--- src/rtl/cdc_handshake_tx.sv ---
// rtl/cdc_handshake_tx.sv - 4-phase req/ack CDC transmitter with synchronized acknowledge
// Optional ack-wait timeout is built when CDC_HS_TIMEOUT_EN is defined.
module cdc_handshake_tx #(
  parameter int BUS_WIDTH      = 8,
  parameter int STAGE_COUNT    = 2,
  parameter int TIMEOUT_CYCLES = 255
) (
  input  logic                 clk,
  input  logic                 reset_n,
  input  logic                 in_valid,
  output logic                 in_ready,
  input  logic [BUS_WIDTH-1:0] in_data,
  output logic                 xfer_req,
  output logic [BUS_WIDTH-1:0] xfer_data,
  input  logic                 xfer_ack,
  output logic                 busy,
  input  logic                 err_clr,
  output logic                 err_timeout
);

  localparam int SYNC_N = (STAGE_COUNT < 2) ? 2 : STAGE_COUNT;

  typedef enum logic [1:0] {IDLE, REQ, DROP} state_t;

  state_t                 r_state;
  logic [SYNC_N-1:0]      r_ack_sync;
  logic                   r_req;
  logic [BUS_WIDTH-1:0]   r_data;
  logic                   w_ack_s;
  logic                   w_in_ready;
  logic                   w_timeout;

  assign w_ack_s    = r_ack_sync[SYNC_N-1];
  // A stale ack still high from a previous transfer must drain before a new request.
  assign w_in_ready = (r_state == IDLE) && !w_ack_s;

  assign in_ready  = w_in_ready;
  assign busy      = (r_state != IDLE);
  assign xfer_req  = r_req;
  assign xfer_data = r_data;

  always_ff @(posedge clk or negedge reset_n) begin
    if (!reset_n) begin
      r_ack_sync <= '0;
    end else begin
      r_ack_sync <= {r_ack_sync[SYNC_N-2:0], xfer_ack};
    end
  end

`ifdef CDC_HS_TIMEOUT_EN
  localparam int CNT_W = (TIMEOUT_CYCLES < 2) ? 1 : $clog2(TIMEOUT_CYCLES + 1);

  logic [CNT_W-1:0] r_cnt;
  logic             r_err;

  // r_cnt holds completed cycles in REQ; the edge ending the TIMEOUT_CYCLES-th cycle times out.
  assign w_timeout   = (r_state == REQ) && !w_ack_s && (r_cnt == CNT_W'(TIMEOUT_CYCLES - 1));
  assign err_timeout = r_err;

  always_ff @(posedge clk or negedge reset_n) begin
    if (!reset_n) begin
      r_cnt <= '0;
      r_err <= 1'b0;
    end else begin
      if (r_state == IDLE) begin
        r_cnt <= '0;
      end else if (r_state == REQ && !w_ack_s && !w_timeout) begin
        r_cnt <= r_cnt + CNT_W'(1);
      end
      if (w_timeout) begin
        r_err <= 1'b1;
      end else if (err_clr) begin
        r_err <= 1'b0;
      end
    end
  end
`else
  logic w_unused_cfg;

  assign w_timeout    = 1'b0;
  assign err_timeout  = 1'b0;
  assign w_unused_cfg = err_clr ^ (TIMEOUT_CYCLES == 0);
`endif

  always_ff @(posedge clk or negedge reset_n) begin
    if (!reset_n) begin
      r_state <= IDLE;
      r_req   <= 1'b0;
      r_data  <= '0;
    end else begin
      case (r_state)
        IDLE: begin
          if (in_valid && w_in_ready) begin
            r_data  <= in_data;
            r_req   <= 1'b1;
            r_state <= REQ;
          end
        end
        REQ: begin
          if (w_ack_s || w_timeout) begin
            r_req   <= 1'b0;
            r_state <= DROP;
          end
        end
        DROP: begin
          if (!w_ack_s) begin
            r_state <= IDLE;
          end
        end
        default: begin
          r_state <= IDLE;
          r_req   <= 1'b0;
        end
      endcase
    end
  end

endmodule

--- config.mk ---
export PLATFORM = sky130hd
export DESIGN_NAME = cdc_handshake_tx
export DESIGN_NICKNAME = d
export VERILOG_FILES = /design/src/rtl/cdc_handshake_tx.sv
export SDC_FILE = /design/constraint.sdc
export NUM_CORES = 1
export LEC_CHECK = 0
export CELL_PAD_IN_SITES_DETAIL_PLACEMENT = 1
export CELL_PAD_IN_SITES_GLOBAL_PLACEMENT = 2
export CORE_AREA = 2 2 48 50
export DETAILED_ROUTE_END_ITERATION = 12
export DIE_AREA = 0 0 50 52
export GPL_ROUTABILITY_DRIVEN = 0
export PLACE_DENSITY_LB_ADDON = 0.1
export SETUP_SLACK_MARGIN = 0.15
export SYNTH_ARGS = -nofsm -noshare
export SYNTH_HDL_FRONTEND = slang
export SYNTH_SLANG_ARGS = --single-unit
--- constraint.sdc ---
create_clock -name clk -period 4.03 [get_ports clk]
set_input_delay 0.403 -clock clk [delete_from_list [all_inputs] [get_ports clk]]
set_output_delay 0.403 -clock clk [all_outputs]
set_load 0.005 [all_outputs]
Word-level counts from Yosys, hierarchy flattened
Cells that the tools add are included.
{"block": "word_totals", "ff_bits": 13, "latchBits": 0, "ramBits": 0, "romBits": 0, "in_bits": 13, "out_inout_bits": 12, "memories": 0}
{"block": "classes", "addsub": 0, "mul": 0, "div_mod_pow": 0, "magnitude_cmp": 0, "n_eq_ne": 5, "shifts": 0, "muxes": 7, "bitwise_logic": 1, "n_reduce_logical": 8}
{"cell": "2-to-1 mux 2 bit", "count": 3}
{"cell": "case mux 2 bit (3 select lines)", "count": 1}
{"cell": "AND reduction 3 bit", "count": 2}
{"cell": "inequality test 2 bit (second input constant)", "count": 2}
{"cell": "case mux 1 bit (3 select lines)", "count": 1}
{"cell": "equality test 2 x 1 -> 1 bit (second input constant)", "count": 1}
{"cell": "equality test 2 bit (second input constant)", "count": 1}
{"cell": "logical AND 1 bit", "count": 2}
{"cell": "zero test 2 bit", "count": 1}
{"cell": "2-to-1 mux 1 bit", "count": 2}
{"cell": "inequality test 2 x 1 -> 1 bit (second input constant)", "count": 1}
{"cell": "AND reduction 2 bit", "count": 1}
{"cell": "nonzero test 2 bit", "count": 1}
{"cell": "zero test 1 bit", "count": 1}
{"cell": "inverter 1 bit", "count": 1}

Longest topological paths before layout
{"block": "logic_depth", "depth_word": 5, "mapped_depth": 2}

Worst setup path before layout
Ideal clock, no wire load.
{"block": "synth_timing", "path_kind": "register to register", "from": "reg r_state[0]", "to": "reg r_data[0], in the netlist xfer_data[0]", "setup_time_ps": 125, "arrival_time_ps": 1298, "required_ps": 3905, "path_slack_ps": 2607, "path_stages_with_launch": 3, "path_buffers": 0, "synth_period_minus_slack_ps": 1423, "path_cell_list": "dfrtp_1 > nor4b_4 > mux2_2"}
{"block": "synth_via", "elab_chain_len": 4}
{"item": "start, declared", "line": "25", "rtl": "state_t r_state;"}
{"item": "start signal, assigned", "line": "87", "rtl": "r_state <= IDLE;"}
{"item": "start signal, assigned", "line": "96", "rtl": "r_state <= REQ;"}
{"item": "start signal, assigned", "line": "102", "rtl": "r_state <= DROP;"}
{"item": "zero test 2 bit (*)", "line": "35, 91"}
{"item": "logical AND 1 bit", "line": "35", "rtl": "assign w_in_ready = (r_state == IDLE) && !w_ack_s;"}
{"item": "logical AND 1 bit", "line": "93", "rtl": "if (in_valid && w_in_ready) begin"}
{"item": "AND reduction 2 bit (no line) (*)"}
{"item": "end signal, assigned", "line": "94", "rtl": "r_data <= in_data;"}
{"item": "end, declared", "line": "28", "rtl": "logic [BUS_WIDTH-1:0] r_data;"}
Every way passes the cells marked *; elsewhere a longest branch is shown, timed or not.
A chain may end at the register's enable or synchronous reset.

Final worst setup path
{"block": "layout_timing", "from": "reg r_state[0]", "to": "out in_ready"}
{"block": "layout_via", "elab_chain_len": 2}
{"item": "zero test 2 bit", "line": "35"}
{"item": "logical AND 1 bit", "line": "35"}
{"item": "end, declared", "line": "11", "rtl": "output logic in_ready,"}
Every way passes these cells.

==> summary.txt <==
STA
--------------------------------------------------------------------------------------------------
Period Utilization, post-route ......................................................       50.60%
Number of hold-slack violations in the final timing report ..........................            0
Unrepaired setup endpoints after global routing .....................................           no
Count of endpoints failing setup in the final report ................................            0
Tightest Pin Transition .............................................................    0.6272 ns
Achievable frequency ................................................................    490.4 MHz
Final setup skew ....................................................................  0.001751 ns
Shortest period the worst path allows ...............................................     2.039 ns
Max-slew headroom at the worst pin ..................................................       58.01%
Max-slew violation total from the final report ......................................            0
Final total negative setup slack ....................................................         0 ns

GRT
--------------------------------------------------------------------------------------------------
Number of antenna violations at the first check in global routing ...................            0
Pin count of the biggest net entering global routing ................................           14
Overflow left after global routing ..................................................            0
Vias in the first global route ......................................................          355
Wire length of the first global-routing pass ........................................     1.642 mm
GR Util All Layers ..................................................................       8.617%

ROUTE
--------------------------------------------------------------------------------------------------
Detailed-routing iteration count for the pre-antenna-repair pass ....................            1
Drt first-iter violations ...........................................................            0
M1 WL ...............................................................................       319 um
Via count of the routed design ......................................................          349
Drt drc .............................................................................            0
Routed met2 length ..................................................................       633 um
Routed wire length ..................................................................     1.016 mm
Via/cell ratio ......................................................................        4.106
Routed length on met3 ...............................................................        63 um
Residual antenna-violating net count after detailed routing .........................            0
Top layer in use ....................................................................         met3
WL/cell .............................................................................     11.95 um

MIN PATH
--------------------------------------------------------------------------------------------------
Classification of the worst-slack hold path .........................................      reg2reg

CRITICAL PATH
--------------------------------------------------------------------------------------------------
Category of the worst setup path capture point ...................................... primary output
Max FO, Critical Path ...............................................................            5
Category of the worst setup path launch point .......................................         flop
Data required time of the worst path ................................................      3.63 ns
Data arrival time of the critical path ..............................................      1.64 ns
Critical Setup Path Class ...........................................................      reg2out

YOSYS
--------------------------------------------------------------------------------------------------
Cell accounting for the most synthesized area .......................................      dfrtp_1
Cell count after synthesis ..........................................................           32
Register bit total from synthesis ...................................................           13
Largest cells by area after synthesis ............................................... dfrtp_1 64%, mux2_2 18%, nor4b_4 4.7%
Area share of the largest cell type after synthesis .................................       64.36%
Portion of the post-synthesis area used by sequential elements ......................       64.36%
Post-synthesis area per instance ....................................................    15.80 um2
Cell area after synthesis ...........................................................    505.5 um2
Count of yosys warnings during synthesis ............................................            0
Unique masters post-synth ...........................................................           12
Nets in the synthesized netlist .....................................................           45

FLOORPLANNING
--------------------------------------------------------------------------------------------------
Area of the core .................................................................... 0.002106 mm2
Initial cell density of the core ....................................................       24.00%
Die outline height ..................................................................        52 um
Chip Width ..........................................................................        50 um
Number of ports placed on the die boundary ..........................................           25
Number of rows created at floorplan .................................................           17
Area of the die ..................................................................... 0.002600 mm2

CLOCKING
--------------------------------------------------------------------------------------------------
CTS H-Tree Depth ....................................................................            1
TritonCTS clock tree ................................................................         done
Cts hold-fix bufs ...................................................................            0
Number of post-CTS setup repair buffers .............................................            0
Clk buf depth .......................................................................            2
Post_cts resized ....................................................................            0
Sink count of the clock tree ........................................................           13
Root buffer cell ....................................................................     clkbuf_4
Clock transition time at the flip-flop clock pins of the worst setup and hold paths .      0.08 ns
Clock insertion delay at the later pin of the skew report ...........................      0.26 ns
Number of buffers inserted during clock tree synthesis ..............................            3

RUN STATUS
--------------------------------------------------------------------------------------------------
Outcome ............................................................................. complete, no violations

FINAL LAYOUT
--------------------------------------------------------------------------------------------------
Area Growth Syn to Fin ..............................................................       54.21%
Net total in the final layout .......................................................           71
Number of filler cells placed in the layout .........................................          225
Final design area excluding fillers .................................................    779.5 um2
Final cell utilization of the core ..................................................       37.02%
Commonest non-fill, non-tap cell in the layout ...................................... clkdlybuf4s50_1
Proportion of layout cells with a drive suffix above 1 ..............................       26.32%
# diodes ............................................................................            0
Commonest cells after routing, fill and taps aside .................................. 22 x clkdlybuf4s50_1, 13 x dfrtp_1, 8 x mux2_2

PLACEMENT
--------------------------------------------------------------------------------------------------
Placed cell area ....................................................................    753.2 um2
Placed wire-length estimate after detailed placement ................................     834.4 um
Count of port buffers added during placement ........................................           22

POWER AND IR DROP
--------------------------------------------------------------------------------------------------
Leakage power total .................................................................    0.3229 nW
Power density cells ................................................................. 475.7 mW/mm2
IR Drop Worst-Case VDD ..............................................................  0.0002242 V

JOB
--------------------------------------------------------------------------------------------------
# Max-Cap Violations ................................................................            0

-- worst max-delay path, cell delays in order (launching register included) --
cell	delay (ns)
dfrtp_1	0.45
or2_2	0.34
nor2_1	0.09
clkdlybuf4s50_1	0.50
-- worst paths after layout --
kind | from | endpoint | slack [ns] | cells past startpoint
worst max-delay path | r_state[0] | in_ready | 1.99 | 3
worst min-delay path | r_ack_sync[0] | r_ack_sync[1] | 0.35 | 0
worst max register to register | r_state[0] | xfer_data[3] | 2.43 | 2
worst min register to register | r_ack_sync[0] | r_ack_sync[1] | 0.35 | 0
max in group asynchronous | reset_n | xfer_data[4] | 3.16 | 1
min in group asynchronous | reset_n | r_state[0] | 0.50 | 1
-- metrics by stage --
step                setup slack (ns)  power [mW]  std cells  hold slack [ns]
detailed placement             2.013      0.3000         81           0.3396
global placement               2.091      0.2937         81           0.3379
CTS                            1.972      0.3798         85           0.3588
finish                         1.991      0.3708         85           0.3525
floorplan                      2.607      0.2197         32           0.1074
global route                   1.922      0.3959         85           0.3766
-- flip-flops by register name, summed over array words and instances, names as in the netlist --
register and cells:
r_ack_sync 2, r_state 2, xfer_data 8, xfer_req 1
-- power breakdown --
part	switching (mW)	total, mW	internal, mW
Sequential	0.0183	0.178	0.160
Combinational	0.0312	0.116	0.0849
Clock	0.0387	0.0769	0.0382
-- layer usage --
layer	up-vias	GRT usage [%]
li1	157	-
met1	182	8.893
met4	0	2.778
met5	-	0
met3	0	2.299
met2	10	16.67
-- cells by family after synthesis --
group | count (synthesis) | synth area share, %
AOI/OAI and AO/OA | 2 | 3.466
xor gates and xnor gates | 1 | 1.733
buffers and inverters | 1 | 1.486
DFF | 13 | 64.36
muxes | 8 | 17.82
other | 1 | 0.7419
and+or+nand+nor | 6 | 10.40
-- cells in the mapped netlist --
library cell / instances
a211o_2: 1
and2_1: 1
and2b_2: 1
buf_4: 1
conb_1: 1
dfrtp_1: 13
mux2_2: 8
nor2_1: 2
nor4b_4: 1
o21a_1: 1
or2_2: 1
xor2_1: 1
-- area by class of cell --
type                            count  area [um2]  area share, %
Sequential cell                    13       325.3          41.73
Timing Repair Buffer               22       220.2          28.25
Multi-Input combinational cell     18       172.7          22.15
Tap cell                           28       35.03          4.494
Clock buffer                        4       26.28          3.371
No activity file was read; power rests on OpenSTA's default activity.
==> variant 1, RTL diff (same flow settings) <==
The 3 states of `state_t` get a one-hot encoding in 3 bits.
--- a/src/rtl/cdc_handshake_tx.sv
+++ b/src/rtl/cdc_handshake_tx.sv
@@ -20,7 +20,7 @@
 
   localparam int SYNC_N = (STAGE_COUNT < 2) ? 2 : STAGE_COUNT;
 
-  typedef enum logic [1:0] {IDLE, REQ, DROP} state_t;
+  typedef enum logic [2:0] {IDLE = 3'b001, REQ = 3'b010, DROP = 3'b100} state_t;
 
   state_t                 r_state;
   logic [SYNC_N-1:0]      r_ack_sync;
Function: same outputs for any inputs over 10 cycles, from zero or initial values and one cycle with reset_n low; not proved beyond that.
==> variant 1 against the unedited design <==
Sequential share of layout area fell by 3.4 points. Synthesized area rose by 30%. Total power rose by 26%. Design area rose by 18%. Sequential cell count rose by 1. Sequential power rose by 16%. Setup slack got worse by 140 ps. Routed wire length rose by 24%. Largest power group unchanged. Highest routed layer unchanged.
==> variant 1: results (changes against the unedited design) <==
- Post-synthesis xor/xnor area fraction: 1.33% (-0.40 points)
- P_leak: 0.421 nW (+30%)
- Pin count of the biggest net entering global routing: 15 (+1)
- Status: finished clean
- DP Wirelength: 938 um (+12%)
- VDD IR max: 227 uV (+1.2%)
- Share of the yosys chip area belonging to registers: 53.3% (-11 points)
- Synth unique cells: 25 (+13)
- Synthesized net count: 59 (+31%)
- Post-synth top cells: dfrtp_1, mux2_4, nand2_1, nor3_1
- Share of layout cells above drive strength 1: 24.6% (-1.7 points)
- Vias per cell: 4.45 (+8.5%)
- Critical Path AT: 1780 ps (+140 ps)
- Multiplexer share of the synthesized area: 19.9% (+2.1 points)
- Layout Cells excl Fill: 97 (+14%)
- Vias in the first global route: 453 (+28%)
- Dpl cell area: 881 sq um (+17%)
- Synth top area cells: dfrtp_1, mux2_4, dfstp_2, nor4b_4, buf_8
- GRT met1 Usage: 16.2% (+7.3 points)
- Post-Syn Instances: 46 (+44%)
- Gr usage total: 11.4% (+2.7 points)
- Worst-Margin Slew: 669 ps (+41.7 ps)
- Compound-gate portion of the synthesized area: 3.80% (+0.33 points)
- H-tree levels: 1 (unchanged)
- M2 GR Usage: 16.4% (-0.22 points)
- Met3 usage: 3.74% (+1.4 points)
- Cells on worst reg2reg path: 3 (+1)
- Layout fillers: 223 (-0.89%)
- Crit Path Max Fanout: 9 (+4)
- Worst slack, placed: 2170 ps (+158 ps)
- Inst Count DP: 93 (+15%)
- DR WL met2: 602 um (-4.9%)
- Wl on met1: 593 um (+86%)
- Drt initial violations: 0 (unchanged)
- Final period utilization: 54.1% (+3.5 points)
- Hold Slack: 357 ps (+4.53 ps)
- WL per Instance: 13.0 um (+8.8%)
- Setup Skew: 4.26 ps (+2.51 ps)
- Adder-Cell Fraction of Synth Area: 0% (unchanged)
- Reg2reg end: xfer_data[7]
- Met3 routed WL: 67 um (+6.3%)
[variant 1: layout make-up]
class | count | area, sq um | area share, %
clock buffers | 4 | 36.3 | 3.96
multi-input cells | 28 | 270 | 29.5
inverters | 1 | 3.75 | 0.409
well taps | 28 | 35.0 | 3.82
repair buffers | 22 | 220 | 24.0
flip-flops and latches | 14 | 352 | 38.3
[variant 1: power breakdown]
group	total [mW]	switching [mW]	internal, mW
registers	0.206	0.0281	0.177
clock network	0.100	0.0454	0.0549
logic	0.161	0.0415	0.120
[variant 1: worst max path at each step]
stage	startpoint	to	depth (start not counted)
3_5_place_dp	r_state[0]	in_ready	2
2_1_floorplan	r_state[0]	xfer_data[0]	3
5_1_grt	r_state[0]	in_ready	2
6_report	r_state[0]	in_ready	2
4_1_cts	r_state[0]	in_ready	2
3_3_place_gp	r_state[0]	in_ready	2
[variant 1: worst max-delay path, stage by stage (launching register included)]
cell,delay [ps]
dfstp_2,610
nor4b_4,320
clkdlybuf4s50_1,570
==> variant 2, RTL diff (config.mk and constraints unchanged) <==
Made on the original files. `STAGE_COUNT`: 2 -> 4.
--- a/src/rtl/cdc_handshake_tx.sv
+++ b/src/rtl/cdc_handshake_tx.sv
@@ -2,7 +2,7 @@
 // Optional ack-wait timeout is built when CDC_HS_TIMEOUT_EN is defined.
 module cdc_handshake_tx #(
   parameter int BUS_WIDTH      = 8,
-  parameter int STAGE_COUNT    = 2,
+  parameter int STAGE_COUNT    = 4,
   parameter int TIMEOUT_CYCLES = 255
 ) (
   input  logic                 clk,
Check against the original RTL: not equivalent (a bounded check fails within 4 cycles, from zero or initial values and one cycle with reset_n low).
==> variant 2 against the unedited design <==
Worst hold slack better by 4.2 ps. Clock skew is 0.51 ps higher. Maximum frequency is 0.38% lower. Count of clock-buffer cells in the layout stayed put. Setup slack worse by 7.7 ps. Synthesized area is 9.9% higher. Total power is 8.2% higher. Routed wire length is 13% higher. Sequential cell count is 2 higher. Design area is 6.4% higher. Via count is 0.86% higher. Global-route usage is 2.1 points higher.
==> variant 2: results (changes against the unedited design) <==
- Post-synthesis xor/xnor area fraction: 1.58% (-0.16 points)
- Layout fillers: 219 (-2.7%)
- Multi-input gates: 18 (unchanged)
- VDD IR max: 183 uV (-19%)
- Post-synth top cells: dfrtp_1, mux2_2, nor2_1
- Wl on met1: 451 um (+41%)
- M2 GR Usage: 19.5% (+2.9 points)
- Share of layout cells above drive strength 1: 25.4% (-0.89 points)
- Non-clock buffering overhead: 26.5% (-1.7 points)
- Routed WL: 1150 um (+13%)
- Seq/total area: 45.2% (+3.5 points)
- Clock power frac: 20.4% (-0.3 points)
- DR WL met2: 642 um (+1.4%)
- Met3 routed WL: 57 um (-9.5%)
- Met3 usage: 3.74% (+1.4 points)
- Number of gates resized after cts: 0 (unchanged)
- Compound-gate portion of the synthesized area: 3.15% (-0.31 points)
- Worst slack, placed: 2000 ps (-13.0 ps)
- Clock buf/inv share: 3.17% (-0.20 points)
- Vias per cell: 4.05 (-1.5%)
- Synth top area cells: dfrtp_1, mux2_2, nor4b_4, a211o_2, and2b_2
- First-pass GRT wire length: 2030 um (+24%)
- DP Wirelength: 904 um (+8.4%)
- Setup Skew: 2.26 ps (+0.513 ps)
- Worst-Margin Slew: 644 ps (+17.3 ps)
- Switching Share: 24.2% (+0.41 points)
- Reg2reg end: xfer_data[6]
- Share of the yosys chip area belonging to registers: 67.6% (+3.2 points)
- Multiplexer share of the synthesized area: 16.2% (-1.6 points)
- Status: finished clean
- Vias in the first global route: 459 (+29%)
- Layout Nets: 73 (+2.8%)
- P_leak: 0.346 nW (+7.2%)
- Gr usage total: 10.7% (+2.1 points)
- Pin count of the biggest net entering global routing: 16 (+2)
[variant 2: changes by cell type after synthesis, sizes merged]
cell	delta
dfrtp	+2
[variant 2: cells by family after synthesis]
family / count (synthesis)
DFF: 15
muxes: 8
and+or+nand+nor: 6
AOI/OAI and AO/OA: 2
xor gates and xnor gates: 1
buffers and inverters: 1
other: 1
[variant 2: metrics by stage]
step / cell area [sq um] / instances / hold slack, ps / util, % / power (mW)
floorplan: 556 / 34 / 107 / - / 0.242
global placement: 803 / 83 / 334 / 38.1 / 0.316
detailed placement: 803 / 83 / 337 / 38.1 / 0.325
CTS: 830 / 87 / 365 / 39.4 / 0.412
global route: 830 / 87 / 380 / 39.4 / 0.433
finish: 830 / 87 / 357 / 39.4 / 0.401
[variant 2: worst max-delay path, delay by kind of cell, from the launching register on]
kind	cells	cell delay [ps]
buf+inv	1	500
flops	1	450
simple gates	2	420
